**src/rtl/cpu6502_interrupt_sequencer_if.sv**
```systemverilog
// Pin, boundary and sequencing signals shared between the 6502 core FSM and
// the interrupt sequencer. The core side (master) drives the pins and the
// instruction-boundary qualifiers and follows the step/vector outputs.
interface cpu6502_interrupt_sequencer_if;
   logic        enable;
   logic        interrupt_N;
   logic        nonMaskableInterrupt_N;
   logic        reset_N;
   logic        interruptDisableFlag;
   logic        instructionBoundary;
   logic        brkRequest;

   logic        takeover;
   logic [2:0]  step;
   logic [15:0] vectorAddress;
   logic        stackWriteInhibit;
   logic        pushBreakFlag;
   logic        setInterruptDisable;

   modport master (
      output enable,
      output interrupt_N,
      output nonMaskableInterrupt_N,
      output reset_N,
      output interruptDisableFlag,
      output instructionBoundary,
      output brkRequest,
      input  takeover,
      input  step,
      input  vectorAddress,
      input  stackWriteInhibit,
      input  pushBreakFlag,
      input  setInterruptDisable
   );

   modport slave (
      input  enable,
      input  interrupt_N,
      input  nonMaskableInterrupt_N,
      input  reset_N,
      input  interruptDisableFlag,
      input  instructionBoundary,
      input  brkRequest,
      output takeover,
      output step,
      output vectorAddress,
      output stackWriteInhibit,
      output pushBreakFlag,
      output setInterruptDisable
   );
endinterface

```
**src/rtl/cpu6502_interrupt_sequencer.sv**
```systemverilog
// 6502 interrupt / BRK / RESET entry sequencer.
// Samples the IRQ, NMI and RESET pins, picks a winner at an instruction
// boundary (RESET > NMI > IRQ > BRK) and walks the core through the 7-cycle
// entry sequence: two dummy cycles, three stack pushes, two vector fetches.
// While takeover is high the core FSM follows step instead of the opcode.
module cpu6502_interrupt_sequencer #(
   parameter logic [15:0] NMI_VECTOR   = 16'hFFFA,
   parameter logic [15:0] RESET_VECTOR = 16'hFFFC,
   parameter logic [15:0] IRQ_VECTOR   = 16'hFFFE
) (
   input  logic                                clock,
   input  logic                                reset,
   cpu6502_interrupt_sequencer_if.slave        bus
);

   typedef enum logic [2:0] {
      STEP_IDLE      = 3'd0,
      STEP_DUMMY_A   = 3'd1,
      STEP_DUMMY_B   = 3'd2,
      STEP_PUSH_PCH  = 3'd3,
      STEP_PUSH_PCL  = 3'd4,
      STEP_PUSH_P    = 3'd5,
      STEP_VECTOR_LO = 3'd6,
      STEP_VECTOR_HI = 3'd7
   } stepType;

   typedef enum logic [1:0] {
      SOURCE_RESET = 2'd0,
      SOURCE_NMI   = 2'd1,
      SOURCE_IRQ   = 2'd2,
      SOURCE_BRK   = 2'd3
   } sourceType;

   stepType     state;
   stepType     nextState;
   sourceType   source;
   sourceType   nextSource;
   logic        fromBrk;
   logic        nextFromBrk;
   logic        nmiPrev;
   logic        nmiPending;
   logic        nextNmiPending;
   logic        resetPending;
   logic        nextResetPending;

   logic        nmiEdge;
   logic        irqActive;
   logic        hijackWindow;
   logic [15:0] nextVectorBase;

   logic        takeoverReg;
   logic [15:0] vectorReg;
   logic        inhibitReg;
   logic        pushBreakReg;

   // Pin qualifiers: NMI edge against the last enabled sample, IRQ as a live
   // level masked by P.I, and the window in which an NMI may steal a sequence.
   always_comb begin
      nmiEdge      = nmiPrev && !bus.nonMaskableInterrupt_N;
      irqActive    = !bus.interrupt_N && !bus.interruptDisableFlag;
      hijackWindow = (state == STEP_DUMMY_A) || (state == STEP_DUMMY_B) ||
                     (state == STEP_PUSH_PCH) || (state == STEP_PUSH_PCL);
   end

   // Next-state logic: arbitration at the boundary, the fixed step walk,
   // NMI hijack of IRQ/BRK, and the pending-flag bookkeeping. A low RESET pin
   // throws away any partial sequence and re-arms the RESET entry. An NMI edge
   // always wins over the step-5 clear so a late edge is never lost.
   always_comb begin
      nextState        = state;
      nextSource       = source;
      nextFromBrk      = fromBrk;
      nextNmiPending   = nmiPending;
      nextResetPending = resetPending;
      if (bus.enable) begin
         if (!bus.reset_N) begin
            nextState        = STEP_IDLE;
            nextResetPending = 1'b1;
         end else begin
            case (state)
               STEP_IDLE: begin
                  if (bus.instructionBoundary) begin
                     if (resetPending) begin
                        nextState   = STEP_DUMMY_A;
                        nextSource  = SOURCE_RESET;
                        nextFromBrk = 1'b0;
                     end else if (nmiPending) begin
                        nextState   = STEP_DUMMY_A;
                        nextSource  = SOURCE_NMI;
                        nextFromBrk = 1'b0;
                     end else if (irqActive) begin
                        nextState   = STEP_DUMMY_A;
                        nextSource  = SOURCE_IRQ;
                        nextFromBrk = 1'b0;
                     end else if (bus.brkRequest) begin
                        nextState   = STEP_DUMMY_A;
                        nextSource  = SOURCE_BRK;
                        nextFromBrk = 1'b1;
                     end
                  end
               end
               STEP_DUMMY_A:   nextState = STEP_DUMMY_B;
               STEP_DUMMY_B:   nextState = STEP_PUSH_PCH;
               STEP_PUSH_PCH:  nextState = STEP_PUSH_PCL;
               STEP_PUSH_PCL:  nextState = STEP_PUSH_P;
               STEP_PUSH_P: begin
                  nextState = STEP_VECTOR_LO;
                  if (source == SOURCE_NMI) begin
                     nextNmiPending = 1'b0;
                  end
               end
               STEP_VECTOR_LO: nextState = STEP_VECTOR_HI;
               STEP_VECTOR_HI: begin
                  nextState = STEP_IDLE;
                  if (source == SOURCE_RESET) begin
                     nextResetPending = 1'b0;
                  end
               end
               default:        nextState = STEP_IDLE;
            endcase
            if (nmiEdge && hijackWindow &&
                ((source == SOURCE_IRQ) || (source == SOURCE_BRK))) begin
               nextSource = SOURCE_NMI;
            end
         end
         if (nmiEdge) begin
            nextNmiPending = 1'b1;
         end
      end
   end

   // Vector base for the source that will be current after this edge; BRK
   // shares the IRQ vector.
   always_comb begin
      case (nextSource)
         SOURCE_RESET: nextVectorBase = RESET_VECTOR;
         SOURCE_NMI:   nextVectorBase = NMI_VECTOR;
         default:      nextVectorBase = IRQ_VECTOR;
      endcase
   end

   // State and output registers. Outputs are decoded from the next state so
   // they line up with the registered step in the same cycle.
   always_ff @(posedge clock) begin
      if (reset) begin
         state        <= STEP_IDLE;
         source       <= SOURCE_RESET;
         fromBrk      <= 1'b0;
         nmiPrev      <= 1'b1;
         nmiPending   <= 1'b0;
         resetPending <= 1'b1;
         takeoverReg  <= 1'b0;
         vectorReg    <= 16'h0000;
         inhibitReg   <= 1'b0;
         pushBreakReg <= 1'b0;
      end else begin
         state        <= nextState;
         source       <= nextSource;
         fromBrk      <= nextFromBrk;
         nmiPending   <= nextNmiPending;
         resetPending <= nextResetPending;
         if (bus.enable) begin
            nmiPrev <= bus.nonMaskableInterrupt_N;
         end
         takeoverReg  <= (nextState != STEP_IDLE);
         if (nextState == STEP_VECTOR_LO) begin
            vectorReg <= nextVectorBase;
         end else if (nextState == STEP_VECTOR_HI) begin
            vectorReg <= nextVectorBase + 16'd1;
         end else begin
            vectorReg <= 16'h0000;
         end
         inhibitReg   <= (nextSource == SOURCE_RESET) &&
                         ((nextState == STEP_PUSH_PCH) ||
                          (nextState == STEP_PUSH_PCL) ||
                          (nextState == STEP_PUSH_P));
         pushBreakReg <= (nextState == STEP_PUSH_P) && nextFromBrk;
      end
   end

   // The I-flag set is qualified by enable so it fires exactly once, in the
   // cycle where step 7 actually completes, even when enable stretches step 7.
   assign bus.setInterruptDisable = (state == STEP_VECTOR_HI) && bus.enable && !reset;
   assign bus.takeover            = takeoverReg;
   assign bus.step                = state;
   assign bus.vectorAddress       = vectorReg;
   assign bus.stackWriteInhibit   = inhibitReg;
   assign bus.pushBreakFlag       = pushBreakReg;

endmodule

```
**src/flat_wrapper.sv**
```systemverilog
// flat-port wrapper written by rule: the top's interface ports become plain ports
module cpu6502_interrupt_sequencer_flat 
#(
   parameter logic [15:0] NMI_VECTOR   = 16'hFFFA,
   parameter logic [15:0] RESET_VECTOR = 16'hFFFC,
   parameter logic [15:0] IRQ_VECTOR   = 16'hFFFE
)
  (clock, reset, bus_enable, bus_interrupt_N, bus_nonMaskableInterrupt_N, bus_reset_N, bus_interruptDisableFlag, bus_instructionBoundary, bus_brkRequest, bus_takeover, bus_step, bus_vectorAddress, bus_stackWriteInhibit, bus_pushBreakFlag, bus_setInterruptDisable);
  cpu6502_interrupt_sequencer_if bus_i ();
  input  logic clock;
  input  logic reset;
  input wire logic [$bits(bus_i.enable)-1:0] bus_enable;
  input wire logic [$bits(bus_i.interrupt_N)-1:0] bus_interrupt_N;
  input wire logic [$bits(bus_i.nonMaskableInterrupt_N)-1:0] bus_nonMaskableInterrupt_N;
  input wire logic [$bits(bus_i.reset_N)-1:0] bus_reset_N;
  input wire logic [$bits(bus_i.interruptDisableFlag)-1:0] bus_interruptDisableFlag;
  input wire logic [$bits(bus_i.instructionBoundary)-1:0] bus_instructionBoundary;
  input wire logic [$bits(bus_i.brkRequest)-1:0] bus_brkRequest;
  output wire logic [$bits(bus_i.takeover)-1:0] bus_takeover;
  output wire logic [$bits(bus_i.step)-1:0] bus_step;
  output wire logic [$bits(bus_i.vectorAddress)-1:0] bus_vectorAddress;
  output wire logic [$bits(bus_i.stackWriteInhibit)-1:0] bus_stackWriteInhibit;
  output wire logic [$bits(bus_i.pushBreakFlag)-1:0] bus_pushBreakFlag;
  output wire logic [$bits(bus_i.setInterruptDisable)-1:0] bus_setInterruptDisable;
  assign bus_i.enable = bus_enable;
  assign bus_i.interrupt_N = bus_interrupt_N;
  assign bus_i.nonMaskableInterrupt_N = bus_nonMaskableInterrupt_N;
  assign bus_i.reset_N = bus_reset_N;
  assign bus_i.interruptDisableFlag = bus_interruptDisableFlag;
  assign bus_i.instructionBoundary = bus_instructionBoundary;
  assign bus_i.brkRequest = bus_brkRequest;
  assign bus_takeover = bus_i.takeover;
  assign bus_step = bus_i.step;
  assign bus_vectorAddress = bus_i.vectorAddress;
  assign bus_stackWriteInhibit = bus_i.stackWriteInhibit;
  assign bus_pushBreakFlag = bus_i.pushBreakFlag;
  assign bus_setInterruptDisable = bus_i.setInterruptDisable;
  cpu6502_interrupt_sequencer #(.NMI_VECTOR(NMI_VECTOR), .RESET_VECTOR(RESET_VECTOR), .IRQ_VECTOR(IRQ_VECTOR)) u_core (.clock(clock), .reset(reset), .bus(bus_i));
endmodule
```
**config.mk**
```make
export PLATFORM = sky130hd
export DESIGN_NAME = cpu6502_interrupt_sequencer_flat
export DESIGN_NICKNAME = d
export VERILOG_FILES = /design/src/rtl/cpu6502_interrupt_sequencer_if.sv /design/src/rtl/cpu6502_interrupt_sequencer.sv /design/src/flat_wrapper.sv
export SDC_FILE = /design/constraint.sdc
export NUM_CORES = 1
export LEC_CHECK = 0
export CORE_MARGIN = 5
export CORE_UTILIZATION = 48
export DETAILED_ROUTE_END_ITERATION = 8
export GPL_TIMING_DRIVEN = 0
export MAX_ROUTING_LAYER = met4
export PLACE_DENSITY_LB_ADDON = 0.1
export SYNTH_ARGS = -nofsm -noshare
export SYNTH_HDL_FRONTEND = slang
export SYNTH_SLANG_ARGS = --single-unit
```
**constraint.sdc**
```tcl
create_clock -name clock -period 5.2 [get_ports clock]
set_clock_uncertainty 0.1 [all_clocks]
set_input_delay 1.04 -clock clock [delete_from_list [all_inputs] [get_ports clock]]
set_output_delay 1.04 -clock clock [all_outputs]
set_load 0.01 [all_outputs]
```
==> results of run 1 <==
[cell families (layout without fill, tap and decap cells)]
group | Yosys count | in the layout | share of synthesized area [%]
AND/OR/NAND/NOR | 35 | 35 | 20.29
AO/OA/AOI/OAI | 27 | 27 | 25.47
buffers and inverters | 20 | 54 | 12.86
flip-flops | 16 | 16 | 33.95
adder cells (fa/ha/maj) | 4 | 4 | 5.305
multiplexers | 2 | 2 | 2.122
[report_power, final]
| part | total, mW | leakage, nW | switching, mW | internal (mW) |
|---|---|---|---|---|
| Sequential | 0.128 | 0.130 | 0.00274 | 0.125 |
| Clock | 0.0795 | 0.0210 | 0.0369 | 0.0426 |
| Combinational | 0.0345 | 0.362 | 0.0184 | 0.0161 |
| Total | 0.242 | 0.513 | 0.0580 | 0.184 |
[stage by stage]
stage	hold slack [ns]	power (mW)
2_1_floorplan	0.3637	0.1497
3_3_place_gp	0.3879	0.1636
3_5_place_dp	0.4163	0.1647
4_1_cts	0.4293	0.2450
5_1_grt	0.4466	0.2544
6_report	0.4301	0.2419
[layout by cell type, fill, tap and decap left out, types with 2 or more instances in the layout]
master           instances
nor3b_1                  2
buf_4                   12
nor2_1                  11
o21ai_0                  4
dfxtp_1                 16
nand3_1                  3
ha_1                     4
nor3_1                   2
clkbuf_4                 3
o211ai_1                 2
clkdlybuf4s50_1         30
inv_1                    6
nand2_1                  5
a2111oi_0                2
nand3b_1                 3
a21oi_1                  3
a211oi_1                 2
o22ai_1                  3
mux2i_1                  2
[critical path, stage by stage]
cell             delay (ns)
clkdlybuf4s50_1        0.59
clkbuf_1               0.43
nor2_1                 0.10
clkdlybuf4s50_1        0.49
[how the worst min path moves through the flow]
stage | from | endpoint | slack, ns | cells after the start
after detailed placement | u_core.nmiPrev | u_core.nmiPending | 0.42 | 2
final | u_core.nmiPrev | u_core.nmiPending | 0.43 | 2
after global placement | u_core.nmiPrev | u_core.nmiPrev | 0.39 | 2
after floorplan | u_core.nmiPrev | u_core.nmiPrev | 0.36 | 2
after global routing | u_core.nmiPrev | u_core.nmiPending | 0.45 | 2
after CTS | u_core.nmiPrev | u_core.nmiPending | 0.43 | 2
[routing by layer]
layer  global-route usage, %  wire [um]  vias to the layer above
met5                       -          0                        -
met4                   4.149         17                        0
met3                   5.450        151                        2
met2                   29.68       1159                       34
met1                   20.36       1007                      405
li1                        -          -                      443
[area by class of cell]
type	count	area (um^2)
plain buffers	14	98.84
multi-input cells	68	501.7
flip-flops and latches	16	320.3
clock buffers	4	36.28
inverters	6	22.52
repair buffers	30	300.3
fillers	166	608.1
well taps	27	33.78
==> flow_summary.yaml, run 1 <==
worst_setup_path:
  crit_path_start_kind: "primary input"
  path_class: "primary input to output pin"
  endpoint: "bus_setInterruptDisable"
  crit_required_ns: 4.06
  r2r-end: "u_core.bus.stackWriteInhibit"
  rr_startpoint: "u_core.bus.step[0]"
  reg2reg_slack_ns: 2.58
  critPathLaunch: "reset"
  arrival_ns: 2.66
  critPathCaptureType: "output pin"
  path_max_fanout: 10
  reg2reg_depth: 7
timing:
  fin_ws_ns: 1.401
  tightest_slew_ns: 0.5017
  slew_headroom_pct: 66.55
  drv_slew: 0
  rsz0062_at_grt: "no"
  hold_viol: 0
  post-route-period-util_pct: 73.05
  final.setup.tns_ns: 0
  setup_viol: 0
  fin_crit_ns: 3.799
  fmax_ghz: 0.2633
cts:
  tritoncts: "done"
  cts_buffers: 3
  cts.path.max_buffers: 2
  htreeDepth: 1
  cts_setup_buffers: 0
  cts-hold-fix-buffers: 0
  cts_num_sinks: 16
  clockRootBuffer: "clkbuf_4"
  insertion_delay_ns: 0.28
  postCtsResizedCells: 0
  path_clk_slew_ns: 0.09
synth:
  yosys.cell_count.top_type: "dfxtp_1"
  synth-seq-cells: 16
  synthFlopType: "dfxtp_1"
  netlist_top_cells_area: "dfxtp_1 (34%), buf_4 (9.5%), ha_1 (5.3%)"
  syn-num-nets: 117
  synth_top_cell_area_share_pct: 33.95
  yosysSeqAreaShare_pct: 33.95
  avgSynthCellArea_um2: 9.071
  synthTopCellsByCount: "dfxtp_1 (16), buf_4 (12), nor2_1 (11), inv_1 (6), nand2_1 (5)"
  yosys_warnings: 0
  syn_inst: 104
  synth.distinct_cells: 39
  yosysTopAreaCell: "dfxtp_1"
  async_flop_share_pct: 0
  synth-edff-count: 0
  synth_area_um2: 943.4
finish:
  final_util_pct: 68.36
  drive_gt1_share_pct: 16.67
  fin_nets: 152
  areaGrowthSynthToFinish_pct: 39.26
  diodes: 0
  stdcell_area_um2: 1314
  largest_reg_flops: 4
  stdcell_count: 165
detailed_routing:
  avgViaCountPerCell: 5.358
  postRouteAntennaNets: 0
  wirelength_mm: 2.335
  drtIter0Drc: 21
  wl_per_cell_um: 14.15
  via_count: 884
  dr.pass1.iters: 4
  remaining_drc_errors: 0
global_route:
  antenna_found_initial: 0
  grt_pass1_vias: 871
  track_usage_pct: 17.63
  grt_max_degree: 14
  overflow: 0
  grt_pass1_wl_mm: 3.719
floorplan:
  die_h_um: 54.34
  start_util_pct: 49.09
  fp.dieArea_um2: 2952
  rows: 16
  io_pins: 32
  dieWidth_um: 54.34
  core_um2: 1922
flow_run:
  max_cap_viol_count: 0
placed_design:
  numPortBuffers: 30
  placed_area_um2: 1277
  place.gp.congestion: 0.9100
  post-place-ws_ns: 1.409
  dp_cells: 161
  place_hpwl_mm: 1.819
outcome:
  outcome: "complete, no violations"
hold_path:
  hold_class: "register to register"
power:
  p_leak_nw: 0.5126
  ir_drop_uv: 166.7
  power_density_nw_per_um2: 184.1
No activity file was read; power rests on OpenSTA's default activity.
==> inputs of run 2 (changes only) <==
CORE_UTILIZATION = 40   (was 48)
clock period = 3.15 ns   (was 5.2 ns; I/O delays follow)
==> flow_summary.yaml, run 2 (synthesis results as in run 1) <==
worst_setup_path:
  crit_required_ns: 2.42
  path_class: "primary input to output pin"
  cp.buffers_inverters: 3
  arrival_ns: 2.22
  crit_path_start_kind: "primary input"
  cpLargestDelayFamily: "buffers and inverters"
  path_max_fanout: 10
  critical_path.max_stage_delay_ns: 0.58
  path_cells: "clkdlybuf4s50_1, clkbuf_1, nor2_1, clkdlybuf4s50_1"
  crit_slowest_cell: "clkdlybuf4s50_1"
  crit_top_cell: "clkdlybuf4s50_1"
  critPathCaptureType: "output pin"
finish:
  drive_gt1_share_pct: 16.06
  areaGrowthSynthToFinish_pct: 37.93
  final_cell_mix: "clkdlybuf4s50_1 (30), dfxtp_1 (16), buf_4 (12), nor2_1 (11), inv_1 (6)"
  final_common_cell: "clkdlybuf4s50_1"
  stdcell_area_um2: 1301
  fin_nets: 152
  diodes: 0
  largest_reg_flops: 4
power:
  ir_drop_uv: 212.3
  p_leak_nw: 0.5054
  power_density_nw_per_um2: 284.4
  finalPower_mw: 0.3701
cts:
  clockRootBuffer: "clkbuf_4"
  htreeDepth: 1
  cts_num_sinks: 16
  cts_buffers: 3
  postCtsResizedCells: 0
  cts_setup_buffers: 0
  cts.path.max_buffers: 2
  insertion_delay_ns: 0.28
  tritoncts: "done"
  path_clk_slew_ns: 0.08
  cts-hold-fix-buffers: 0
detailed_routing:
  via_count: 885
  dr.pass1.iters: 4
  postRouteAntennaNets: 0
  wl_met1_um: 964
  wl_per_cell_um: 13.88
  remaining_drc_errors: 0
  drtIter0Drc: 35
  wirelength_mm: 2.291
  avgViaCountPerCell: 5.364
  wl_met2_mm: 1.107
  highest-signal-layer: "met4"
  route.met3.wl_um: 202
timing:
  tightest_slew_ns: 0.4615
  rsz0062_at_grt: "no"
  fin_crit_ns: 2.945
  post-route-period-util_pct: 93.50
  slew_headroom_pct: 69.24
  final.setup.tns_ns: 0
  fmax_ghz: 0.3395
  hold_viol: 0
  setup_viol: 0
  drv_slew: 0
floorplan:
  start_util_pct: 42.24
  rows: 17
  fp.dieArea_um2: 3430
  dieWidth_um: 58.57
  die_h_um: 58.57
  io_pins: 32
  core_um2: 2233
global_route:
  grt_pass1_wl_mm: 3.843
  track_usage_pct: 14.83
  overflow: 0
  grt_pass1_vias: 821
  antenna_found_initial: 0
  grt_max_degree: 14
placed_design:
  place.gp.congestion: 0.8979
  place_hpwl_mm: 1.830
  numPortBuffers: 30
  placed_area_um2: 1279
hold_path:
  hold_class: "register to register"
flow_run:
  max_cap_viol_count: 0
outcome:
  outcome: "complete, no violations"
-- run 2: power breakdown --
part	switching [mW]	leakage [nW]	internal [mW]	total [mW]
combinational	0.0297	0.362	0.0265	0.0562
sequential	0.00446	0.130	0.207	0.211
clock	0.0585	0.0138	0.0444	0.103
-- run 2: layout make-up --
class	instances	area (um^2)
Fill cell	213	932.1
Multi-Input combinational cell	68	501.7
Sequential cell	16	320.3
Timing Repair Buffer	30	300.3
Buffer	14	98.84
Tap cell	28	35.03
Clock buffer	3	22.52
Inverter	6	22.52
-- run 2: worst reg2reg max path, stage by stage (launching register included) --
cell	delay, ns
dfxtp_1	0.41
inv_1	0.10
ha_1	0.30
a2111oi_4	0.54
and3_1	0.24
a21oi_2	0.11
or4_1	0.57
a211oi_2	0.19
-- run 2: layer usage --
layer  track usage [%]  up-vias
li1                  -      443
met5                 -        -
met3             5.702        4
met2             23.60       29
met1             17.42      409
met4             3.974        0
-- run 2: final timing paths --
path	start	end	slack (ns)	cells after the start
worst max-delay path	reset	bus_setInterruptDisable	0.20	4
worst min-delay path	u_core.nmiPrev	u_core.nmiPrev	0.42	2
worst max register to register	u_core.bus.step[0]	u_core.bus.stackWriteInhibit	0.52	7
worst min register to register	u_core.nmiPrev	u_core.nmiPrev	0.42	2
-- run 2: through the flow --
| step | worst slack, ns | util, % | std cells | hold WS, ns |
|---|---|---|---|---|
| final | 0.2047 | 58.26 | 165 | 0.4172 |
| after detailed placement | 0.2028 | 57.25 | 162 | 0.3932 |
| after CTS | 0.1994 | 58.26 | 165 | 0.4130 |
| after global placement | 0.1947 | 57.25 | 162 | 0.3798 |
| after floorplan | 0.7215 | - | 104 | 0.3637 |
| after global routing | 0.1221 | 58.26 | 165 | 0.4545 |
==> inputs of run 3 (changes only) <==
CORE_ASPECT_RATIO = 1.75   (was unset)
CORE_MARGIN = unset   (was 5)
REMOVE_ABC_BUFFERS = 1   (was unset)
==> flow_summary.yaml, run 3 (synthesis results as in run 1) <==
worst_setup_path:
  cpLargestDelayFamily: "buffers and inverters"
  path_cells: "clkdlybuf4s50_1, nand3_1, nor2_1, clkdlybuf4s50_1"
  crit_path_start_kind: "primary input"
  critPathCaptureType: "output pin"
  crit_required_ns: 2.42
  endpoint: "bus_setInterruptDisable"
  crit_top_cell: "clkdlybuf4s50_1"
  crit_slowest_cell: "clkdlybuf4s50_1"
  r2r-end: "u_core.bus.stackWriteInhibit"
  rr_startpoint: "u_core.bus.step[0]"
  cp.buffers_inverters: 2
  critPathLaunch: "bus_enable"
  path_class: "primary input to output pin"
  reg2reg_slack_ns: 0.49
  reg2reg_depth: 7
  critical_path.max_stage_delay_ns: 0.71
  arrival_ns: 2.16
  cp.depth: 4
  path_max_fanout: 10
placed_design:
  place_hpwl_mm: 1.671
  place.gp.congestion: 0.7441
  post-place-ws_ns: 0.2456
  numPortBuffers: 31
  dp_cells: 145
power:
  power_density_nw_per_um2: 308.2
  swShare_pct: 25.34
  p_sw_mw: 0.09433
  ir_drop_uv: 213.3
  pwr-share-comb_pct: 15.2
  p_seq_share_pct: 56.8
  p_leak_nw: 0.4387
  finalPower_mw: 0.3722
  p_clk_share_pct: 28.1
  intPower_mw: 0.2778
cts:
  postCtsResizedCells: 0
  tritoncts: "done"
  cts_num_sinks: 16
  cts_buffers: 3
  clockRootBuffer: "clkbuf_4"
  htreeDepth: 1
  insertion_delay_ns: 0.28
  path_clk_slew_ns: 0.08
  cts-hold-fix-buffers: 0
  cts_setup_buffers: 0
  cts.path.max_buffers: 2
detailed_routing:
  wl_per_cell_um: 14.62
  avgViaCountPerCell: 5.628
  postRouteAntennaNets: 0
  drtIter0Drc: 24
  dr.pass1.iters: 4
  wirelength_mm: 2.164
  remaining_drc_errors: 0
  via_count: 833
finish:
  final_common_cell: "clkdlybuf4s50_1"
  fill_cells: 210
  stdcell_count: 148
  fin_nets: 139
  drive_gt1_share_pct: 7.258
  areaGrowthSynthToFinish_pct: 27.98
  largest_reg_flops: 4
  diodes: 0
  final_cell_mix: "clkdlybuf4s50_1 (31), dfxtp_1 (16), nor2_1 (11), inv_1 (6), nand2_1 (5)"
flow_run:
  max_cap_viol_count: 0
global_route:
  grt_max_degree: 16
  track_usage_pct: 19.38
  grt_pass1_wl_mm: 3.470
  antenna_found_initial: 0
  overflow: 0
  grt_pass1_vias: 779
floorplan:
  dieWidth_um: 38.71
  start_util_pct: 43.94
  io_pins: 32
  die_h_um: 66.25
  rows: 22
  fp.dieArea_um2: 2564
  core_um2: 2147
outcome:
  outcome: "complete, no violations"
timing:
  slew_headroom_pct: 63.90
  fin_crit_ns: 2.887
  fmax_ghz: 0.3464
  whs_ns: 0.4101
  drv_slew: 0
  final.setup.tns_ns: 0
  tightest_slew_ns: 0.5398
  hold_viol: 0
  fin_ws_ns: 0.2634
  setup_viol: 0
  rsz0062_at_grt: "no"
  post-route-period-util_pct: 91.64
hold_path:
  hold_class: "register to register"
[run 3: changes by cell type in the layout (fill, tap and decap cells not counted), sizes merged]
cell           previous run  this run
clkbuf                    4         3
buf                      13         0
clkdlybuf4s50            30        31
[run 3: stage by stage]
step	util (%)	area [um^2]
final	56.24	1207
after global routing	56.24	1207
after CTS	56.24	1207
after detailed placement	55.19	1185
after global placement	55.19	1185
after floorplan	-	844.6
[run 3: how the worst min path moves through the flow]
stage                         startpoint                 to  slack [ns]  depth (start not counted)
after floorplan           u_core.nmiPrev     u_core.nmiPrev        0.36                          2
after global placement    u_core.nmiPrev     u_core.nmiPrev        0.38                          2
after detailed placement  u_core.nmiPrev  u_core.nmiPending        0.40                          2
after CTS                 u_core.nmiPrev  u_core.nmiPending        0.41                          2
after global routing      u_core.nmiPrev  u_core.nmiPending        0.46                          2
final                     u_core.nmiPrev  u_core.nmiPending        0.41                          2
[run 3: final cells by class]
| type | count | area (um^2) | area share [%] |
|---|---|---|---|
| sequential | 16 | 320.3 | 26.53 |
| timing repair buffer | 31 | 310.3 | 25.70 |
| inverter | 6 | 22.52 | 1.865 |
| tap | 24 | 30.03 | 2.487 |
| multi-input combinational | 68 | 501.7 | 41.55 |
| clock buffer | 3 | 22.52 | 1.865 |
[run 3: layer usage]
metal / up-vias / routed length, um / global-route usage (%)
li1: 413 / - / -
met1: 382 / 890 / 20.54
met2: 34 / 1130 / 34.38
met3: 4 / 119 / 3.367
met4: 0 / 24 / 6.466
met5: - / 0 / -
[run 3: worst reg2reg max path, delay by kind of cell (launching register included)]
family                   cells  cell delay [ns]
flip-flops                   1             0.41
AO/OA/AOI/OAI                3             0.84
buffers and inverters        1             0.11
adder cells (fa/ha/maj)      1             0.31
AND/OR/NAND/NOR              2             0.81
[run 3: power by group through the flow]
stage                     clock network [mW]  registers, mW  logic (mW)
after floorplan                            0          0.216      0.0278
after global placement                     0          0.216      0.0553
after detailed placement                   0          0.216      0.0563
after CTS                              0.106          0.211      0.0567
after global routing                   0.120          0.212      0.0616
final                                  0.104          0.211      0.0564
